===== config.mk =====
export PLATFORM = sky130hd
export DESIGN_NAME = spi_slave_port
export DESIGN_NICKNAME = d
export VERILOG_FILES = /design/src/rtl/spi_pkg.sv /design/src/rtl/spi_sclk_edge_det.sv /design/src/rtl/spi_slave_port.sv
export SDC_FILE = /design/constraint.sdc
export NUM_CORES = 1
export LEC_CHECK = 0
export CAP_MARGIN = 20
export CELL_PAD_IN_SITES_DETAIL_PLACEMENT = 2
export CELL_PAD_IN_SITES_GLOBAL_PLACEMENT = 2
export CORE_MARGIN = 5
export CORE_UTILIZATION = 35
export DETAILED_ROUTE_END_ITERATION = 12
export MAX_ROUTING_LAYER = met4
export PLACE_DENSITY_LB_ADDON = 0.3
export RECOVER_POWER = 25
export SLEW_MARGIN = 20
export SYNTH_ARGS = -nofsm -noshare
export SYNTH_HDL_FRONTEND = slang
export SYNTH_SLANG_ARGS = --single-unit

===== constraint.sdc =====
create_clock -name clk -period 2.48 [get_ports clk]
set_input_delay 0.372 -clock clk [delete_from_list [all_inputs] [get_ports clk]]
set_output_delay 0.372 -clock clk [all_outputs]
set_load 0.1 [all_outputs]

===== src/rtl/spi_pkg.sv =====
// Shared types and constants for the SPI slave port and its helpers.
package spi_pkg;

  typedef enum logic {
    IDLE  = 1'b0,
    SHIFT = 1'b1
  } state_e;

  // Mode encoding is {cpol, cpha}.
  localparam logic [1:0] MODE0 = 2'b00;
  localparam logic [1:0] MODE1 = 2'b01;
  localparam logic [1:0] MODE2 = 2'b10;
  localparam logic [1:0] MODE3 = 2'b11;

  localparam int DATA_W_DEF = 8;

endpackage


===== src/rtl/spi_sclk_edge_det.sv =====
// SCLK edge classifier: one registered copy of sclk, with the leading/trailing
// decision made against the idle polarity latched while disarmed.
module spi_sclk_edge_det (
  input  logic clk,
  input  logic rst_n,
  input  logic sclk,
  input  logic cpol,
  input  logic arm,
  output logic lead_pulse,
  output logic trail_pulse
);

  logic sclk_q, sclk_d;
  logic cpol_q, cpol_d;
  logic edge_seen;

  // While disarmed, park the sclk copy at idle level so the first real edge is seen.
  always_comb begin
    sclk_d = arm ? sclk : cpol;
    cpol_d = arm ? cpol_q : cpol;
  end

  // Registered sclk copy and latched polarity.
  always_ff @(posedge clk or negedge rst_n) begin
    if (!rst_n) begin
      sclk_q <= 1'b0;
      cpol_q <= 1'b0;
    end else begin
      sclk_q <= sclk_d;
      cpol_q <= cpol_d;
    end
  end

  // An edge leaving the idle level is leading; returning to it is trailing.
  always_comb begin
    edge_seen   = arm && (sclk != sclk_q);
    lead_pulse  = edge_seen && (sclk_q == cpol_q);
    trail_pulse = edge_seen && (sclk_q != cpol_q);
  end

endmodule


===== src/rtl/spi_slave_port.sv =====
// SPI slave endpoint, LSB-first, all four CPOL/CPHA modes, with a one-deep TX
// holding register and an RX result register behind a valid/ack handshake.
module spi_slave_port
  import spi_pkg::*;
#(
  parameter int   DATA_W    = DATA_W_DEF,
  parameter logic CS_ACTIVE = 1'b0
) (
  input  logic              clk,
  input  logic              rst_n,
  input  logic              cpol,
  input  logic              cpha,
  input  logic              sclk,
  input  logic              cs,
  input  logic              mosi,
  output logic              miso,
  input  logic [DATA_W-1:0] tx_data,
  input  logic              tx_load,
  output logic              tx_ready,
  output logic [DATA_W-1:0] rx_data,
  output logic              rx_valid,
  input  logic              rx_ack,
  output logic              overrun,
  output logic              frame_abort,
  output logic              busy
);

  localparam int               CNT_W    = $clog2(DATA_W + 1);
  localparam logic [CNT_W-1:0] CNT_FULL = CNT_W'(DATA_W);

  state_e            state_q, state_d;
  logic [1:0]        mode_q, mode_d;
  logic [DATA_W-1:0] hold_q, hold_d;
  logic [DATA_W-1:0] shift_tx_q, shift_tx_d;
  logic [DATA_W-1:0] shift_rx_q, shift_rx_d;
  logic [DATA_W-1:0] rx_data_q, rx_data_d;
  logic [CNT_W-1:0]  bit_cnt_q, bit_cnt_d;
  logic              tx_ready_q, tx_ready_d;
  logic              rx_valid_q, rx_valid_d;
  logic              overrun_q, overrun_d;
  logic              abort_q, abort_d;
  logic              first_q, first_d;

  logic cs_on, lead_pulse, trail_pulse, sample_lead;
  logic samp_pulse, shift_pulse, consume;

  assign cs_on       = (cs == CS_ACTIVE);
  assign sample_lead = (mode_q == MODE0) || (mode_q == MODE2);
  assign samp_pulse  = sample_lead ? lead_pulse : trail_pulse;
  assign shift_pulse = sample_lead ? trail_pulse : lead_pulse;

  spi_sclk_edge_det u_edge (
    .clk         (clk),
    .rst_n       (rst_n),
    .sclk        (sclk),
    .cpol        (cpol),
    .arm         (state_q == SHIFT),
    .lead_pulse  (lead_pulse),
    .trail_pulse (trail_pulse)
  );

  // State register plus all datapath flops.
  always_ff @(posedge clk or negedge rst_n) begin
    if (!rst_n) begin
      state_q    <= IDLE;
      mode_q     <= MODE0;
      hold_q     <= '0;
      shift_tx_q <= '0;
      shift_rx_q <= '0;
      rx_data_q  <= '0;
      bit_cnt_q  <= '0;
      tx_ready_q <= 1'b1;
      rx_valid_q <= 1'b0;
      overrun_q  <= 1'b0;
      abort_q    <= 1'b0;
      first_q    <= 1'b0;
    end else begin
      state_q    <= state_d;
      mode_q     <= mode_d;
      hold_q     <= hold_d;
      shift_tx_q <= shift_tx_d;
      shift_rx_q <= shift_rx_d;
      rx_data_q  <= rx_data_d;
      bit_cnt_q  <= bit_cnt_d;
      tx_ready_q <= tx_ready_d;
      rx_valid_q <= rx_valid_d;
      overrun_q  <= overrun_d;
      abort_q    <= abort_d;
      first_q    <= first_d;
    end
  end

  // Next state: enter on select, drop back whenever select is released.
  always_comb begin
    state_d = state_q;
    case (state_q)
      IDLE:    if (cs_on)  state_d = SHIFT;
      SHIFT:   if (!cs_on) state_d = IDLE;
      default: state_d = IDLE;
    endcase
  end

  // Shift, count, frame completion and TX/RX handshake bookkeeping.
  always_comb begin
    mode_d     = mode_q;
    hold_d     = hold_q;
    shift_tx_d = shift_tx_q;
    shift_rx_d = shift_rx_q;
    rx_data_d  = rx_data_q;
    bit_cnt_d  = bit_cnt_q;
    tx_ready_d = tx_ready_q;
    rx_valid_d = rx_valid_q;
    overrun_d  = overrun_q;
    abort_d    = 1'b0;
    first_d    = first_q;
    consume    = 1'b0;

    if (rx_ack) rx_valid_d = 1'b0;

    case (state_q)
      IDLE: begin
        mode_d    = {cpol, cpha};
        bit_cnt_d = '0;
        if (cs_on) begin
          consume    = 1'b1;
          shift_tx_d = tx_ready_q ? '0 : hold_q;
          first_d    = 1'b1;
        end
      end
      SHIFT: begin
        if (bit_cnt_q == CNT_FULL) begin
          // Completion: an ack landing now frees the slot, so no overrun.
          bit_cnt_d = '0;
          if (!rx_valid_q || rx_ack) begin
            rx_data_d  = shift_rx_q;
            rx_valid_d = 1'b1;
          end else begin
            overrun_d = 1'b1;
          end
          if (cs_on) begin
            consume    = 1'b1;
            shift_tx_d = tx_ready_q ? '0 : hold_q;
            // A next-frame leading edge arriving now is that frame's no-shift edge.
            first_d    = !shift_pulse;
          end
        end else if (!cs_on) begin
          abort_d = (bit_cnt_q != '0);
        end else begin
          if (shift_pulse) begin
            if (sample_lead || !first_q) shift_tx_d = shift_tx_q >> 1;
            first_d = 1'b0;
          end
          if (samp_pulse) begin
            shift_rx_d = {mosi, shift_rx_q[DATA_W-1:1]};
            bit_cnt_d  = bit_cnt_q + 1'b1;
          end
        end
      end
      default: ;
    endcase

    // Frame-start copy empties the holding reg before a same-cycle load lands.
    if (consume) tx_ready_d = 1'b1;
    if (tx_load && (tx_ready_q || consume)) begin
      hold_d     = tx_data;
      tx_ready_d = 1'b0;
    end
  end

  // Outputs: bit0 is presented straight from the shift register.
  always_comb begin
    miso        = (state_q == SHIFT) ? shift_tx_q[0] : 1'b0;
    busy        = (state_q == SHIFT);
    tx_ready    = tx_ready_q;
    rx_data     = rx_data_q;
    rx_valid    = rx_valid_q;
    overrun     = overrun_q;
    frame_abort = abort_q;
  end

endmodule

# After elaboration in Yosys (flattened, before gate mapping)
# Index checks and enable logic that the tools add are counted.
# word_totals
word_cells	83
out_inout_bits	14
input_bits	17
reg_bits	46
# op_classes
reduce_logical	20
muxes	33
n_eq_ne	11
addsub	1
bitwise	4
# ops
operator	n
8-bit 2-to-1 mux	6
1-bit 2-to-1 mux	20
8-bit one-hot mux with 2 select lines	1
4-bit 2-to-1 mux	3
3-bit AND reduction	4
3-bit by 1-bit inequality test with 1-bit output (second input constant)	3
4-bit one-hot mux with 2 select lines	1
4-bit by 1-bit adder with 4-bit output (second input constant)	1
4-bit equality test (second input constant)	1
1-bit logical AND	4
1-bit logical OR	4
2-bit inequality test (second input constant)	2
1-bit inverter	4
1-bit one-hot mux with 2 select lines	2
4-bit AND reduction	1
4-bit nonzero test	1
1-bit zero test	3
3-bit by 2-bit inequality test with 1-bit output (second input constant)	1
2-bit equality test (second input constant)	1
2-bit zero test	1
1-bit inequality test	2
2-bit AND reduction	1
2-bit nonzero test	1
1-bit equality test	1

# Depth between registers and ports, before layout
# depth
ltp_word	8
mapped_depth	7
depth_no_buf	6

# By module
# Synthesis repeated with hierarchy kept, for this count alone.
# hier_totals
hier_cells	144
hier_area_um2	1945.6
# by_module_without_submodules
mod	n_inst	area_each_um2	cells_each	seq_area_each_um2
spi_slave_port	1	1828.0	132	1077.3
spi_sclk_edge_det	1	117.6	12	50.0

# Least setup slack after synthesis
# OpenSTA, ideal clock, no wires.
# synth_timing
path_kind	reg2out
start	register state_q (netlist: busy)
end	output port miso
n_path_buf	1
t_arrival_ns	2.040
stages_incl_launch_ff	3
required_ns	2.108
setup_slack_ns	0.068
cell_sequence	dfrtp_1 buf_2 and2_1
# synth_between
elab_chain_len	1
# synth_rtl
item	line_no	text
from (decl)	spi_slave_port.sv:31	state_e state_q, state_d;
from (signal assigned)	spi_slave_port.sv:78	state_q <= state_d;
1-bit 2-to-1 mux	spi_slave_port.sv:172	miso = (state_q == SHIFT) ? shift_tx_q[0] : 1'b0;
to (decl)	spi_slave_port.sv:16	output logic miso,
# No other way between the ends.

# Worst setup path after layout
# layout_timing
start	register bit_cnt_q[0]
end	register rx_data_q[2] (netlist: rx_data[2])
# layout_between
elab_chain_len	2
# layout_rtl
item	line_no	text
from (decl)	spi_slave_port.sv:37	logic [CNT_W-1:0] bit_cnt_q, bit_cnt_d;
from (signal assigned)	spi_slave_port.sv:84	bit_cnt_q <= bit_cnt_d;
4-bit equality test	spi_slave_port.sv:131	if (bit_cnt_q == CNT_FULL) begin
3-bit AND reduction (no line)	n/a	
to (signal assigned)	spi_slave_port.sv:83	rx_data_q <= rx_data_d;
to (decl)	spi_slave_port.sv:36	logic [DATA_W-1:0] rx_data_q, rx_data_d;
# No other way between the ends.
# A chain may end at the register's enable or synchronous reset.

==> flow_metrics.env <==
export IMPL_hpwl_um=3321
export IMPL_crit_buf_inv=2
export IMPL_min_period_ns=1.966
export IMPL_ant_nets=0
export IMPL_num_vias=1292
export IMPL_total_power_mw=1.591
export IMPL_synth_enable_flop_cells=0
export IMPL_r2r_cells=7
export IMPL_viasPerCell=5.067
export IMPL_final_common_cell="dfrtp_1"
export IMPL_path_cells="inv_1 -> ha_1 -> nand3b_4 -> or2_2 -> nor2b_1 -> buf_4 -> mux2_2"
export IMPL_crit_start="bit_cnt_q[0]"
export IMPL_first_pass_iters=4
export IMPL_postSynthAreaPerCell_um2=12.98
export IMPL_clkTransAtPathRegs_ns=0.09
export IMPL_post_place_ws_ns=0.2255
export IMPL_grt_max_degree=46
export IMPL_mostFrequentLayoutCells="44 x dfrtp_1, 17 x mux2_2, 17 x buf_4, 15 x clkdlybuf4s50_1, 10 x a21oi_1"
export IMPL_ys_types=35
export IMPL_grt_pass1_wl_um=7527
export IMPL_syn_instance_count=147
export IMPL_drtIter0Drc=40
export IMPL_peakVddDrop_mv=0.2855
export IMPL_clock_latency_ns=0.30
export IMPL_startpoint_type="flop"
export IMPL_slew_violations=0
export IMPL_ys_ff_latch=45
export IMPL_gp_congestion=0.7195
export IMPL_clock_skew_ns=0.007693
export IMPL_final_nets=203
export IMPL_drc=0
export IMPL_pin_count=31
export IMPL_finalHoldViolCount=0
export IMPL_grt_pass1_vias=1490
export IMPL_internal_power_mw=1.138
export IMPL_start_util_pct=36.66
export IMPL_grt_usage_pct=13.84
export IMPL_synth_flop_cell="dfrtp_1"
export IMPL_die_h_um=83.84
export IMPL_cellLeakagePower_nw=1.087
export IMPL_min_path_type="primary input to async pin"
export IMPL_end_kind="flop"
export IMPL_die_area_mm2=0.007028
export IMPL_whs_ns=0.3663
export IMPL_synth_nets=166
export IMPL_cts_sinks=45
export IMPL_worstMarginPinSlew_ns=1.118
export IMPL_wire_per_inst_um=17.59
export IMPL_r2r_end="rx_data[2]"
export IMPL_reg2reg_slack_ns=0.51
export IMPL_syn_area_mm2=0.001908
export IMPL_wirelength_um=4486
export IMPL_cap_violations=0
export IMPL_yosys_warnings=0
export IMPL_cts_root_buf="clkbuf_8"
export IMPL_slew_headroom_pct=25.44
export IMPL_diodes=0
export IMPL_crit_type="flop to flop"
export IMPL_setup_viol=0
export IMPL_switching_share_pct=28.47
export IMPL_grt_remaining_overflow=0
export IMPL_worst_endpoint_required_ns=2.67
export IMPL_slowest_stage="dfrtp_1"
export IMPL_htreeDepth=2
export IMPL_cp_arrival_ns=2.16
export IMPL_rsz0062_at_grt="no"
export IMPL_rr_startpoint="bit_cnt_q[0]"
export IMPL_slowest_delay_ns=0.41
export IMPL_status="completed"
export IMPL_numCtsBuffers=5
export IMPL_final_area_mm2=0.002351
export IMPL_async_reset_ff_share_pct=100.0
export IMPL_max_freq_mhz=508.7
export IMPL_seqCellArea_mm2=0.001127
export IMPL_area_growth_pct=23.21
export IMPL_p_switching_mw=0.4531
export IMPL_setup_tns_ns=0
export IMPL_row_count=26
export IMPL_port_buffers=30
export IMPL_p_per_area_mw_per_mm2=676.9
export IMPL_seq_power_share_pct=56.1
export IMPL_ctsHoldBuffers=0
export IMPL_cp_top_family="simple AND/OR/NAND/NOR gates"
export IMPL_ys_seq_area_share_pct=59.08
export IMPL_pwr_share_comb_pct=15.6
export IMPL_die_w_um=83.84
export IMPL_cts_tree="done"
export IMPL_multi_input_comb_area_um2=743.2
export IMPL_clkPwrFrac_pct=28.3
export IMPL_clockBufferDepth=2
export IMPL_ctsResizeCount=0
export IMPL_setup_slack_ns=0.5143
export IMPL_path_max_fanout=8
export IMPL_period_share_pct=79.26
export IMPL_fillCellCount=545
export IMPL_postCtsSetupRepairBufs=0
export IMPL_drive_gt1_share_pct=28.11
export IMPL_antenna_found_initial=0
export IMPL_dpl_instance_area_mm2=0.002267
export IMPL_core_area_mm2=0.005205
## cell usage after synthesis (all sizes together), types with 3 or more instances
library cell | instances | area, um^2
a21oi | 10 | 50.05
a22oi | 7 | 52.55
buf | 4 | 18.76
dfrtp | 44 | 1101
inv | 5 | 18.77
mux2 | 25 | 281.5
mux2i | 3 | 37.54
nand2 | 9 | 33.78
nand3 | 3 | 15.01
nor2 | 4 | 22.52
nor3 | 8 | 40.04
o21ai | 3 | 18.77
## worst reg2reg max path, delay by kind of cell, from the launching register on
kind                     cells  cell delay (ns)
buffers and inverters        2             0.30
adder cells (fa/ha/maj)      1             0.22
AND/OR/NAND/NOR              3             0.57
multiplexers                 1             0.36
flip-flops                   1             0.41
## kinds of logic (layout without fill, tap and decap cells)
| group | after synthesis | in the layout | synth area share, % |
|---|---|---|---|
| DFF | 45 | 45 | 59.08 |
| and+or+nand+nor | 36 | 36 | 11.21 |
| muxes | 28 | 28 | 16.72 |
| AOI/OAI and AO/OA | 25 | 25 | 8.394 |
| buffers and inverters | 9 | 47 | 1.967 |
| adders and majority gates | 2 | 2 | 1.311 |
| xor gates and xnor gates | 2 | 2 | 1.312 |
## power by group through the flow
stage	combinational, mW	sequential (mW)	clock (mW)
2_1_floorplan	0.153	0.899	0
3_3_place_gp	0.236	0.898	0
3_5_place_dp	0.254	0.906	0
4_1_cts	0.255	0.893	0.467
5_1_grt	0.272	0.902	0.496
6_report	0.248	0.892	0.451
## stage by stage
stage | std cells | util [%]
after global placement | 247 | 43.56
final | 255 | 45.17
after CTS | 255 | 45.22
after floorplan | 147 | -
after detailed placement | 247 | 43.56
after global routing | 255 | 45.17
## state kept, by name, summed over array words and instances (netlist names)
signal	count
hold_q	8
rx_data	8
shift_rx_q	8
shift_tx_q	8
bit_cnt_q	4
mode_q	2
busy	1
first_q	1
frame_abort	1
overrun	1
rx_valid	1
tx_ready	1
u_edge.sclk_q	1
## metal layers
layer	wire length (um)	GRT usage [%]	share of wire [%]
met1	1963	16.34	44
met2	2294	22.85	51
met3	166	3.949	3.7
met4	62	4.386	1.4
met5	0	-	0
## how the worst max path moves through the flow
stage                               end  cells past startpoint
after global placement    shift_rx_q[7]                      5
after global routing         rx_data[2]                      7
after CTS                    rx_data[2]                      7
final                        rx_data[2]                      7
after floorplan                    miso                      2
after detailed placement  shift_rx_q[7]                      5
## layout make-up
cell class / count / share of cell area, %
sequential: 45 / 47.95
clock inverter: 3 / 0.7451
clock buffer: 5 / 2.927
tap: 70 / 3.725
multi-input combinational: 93 / 31.61
timing repair buffer: 34 / 12.24
inverter: 5 / 0.7983
Power figures use the tool's default switching activity.
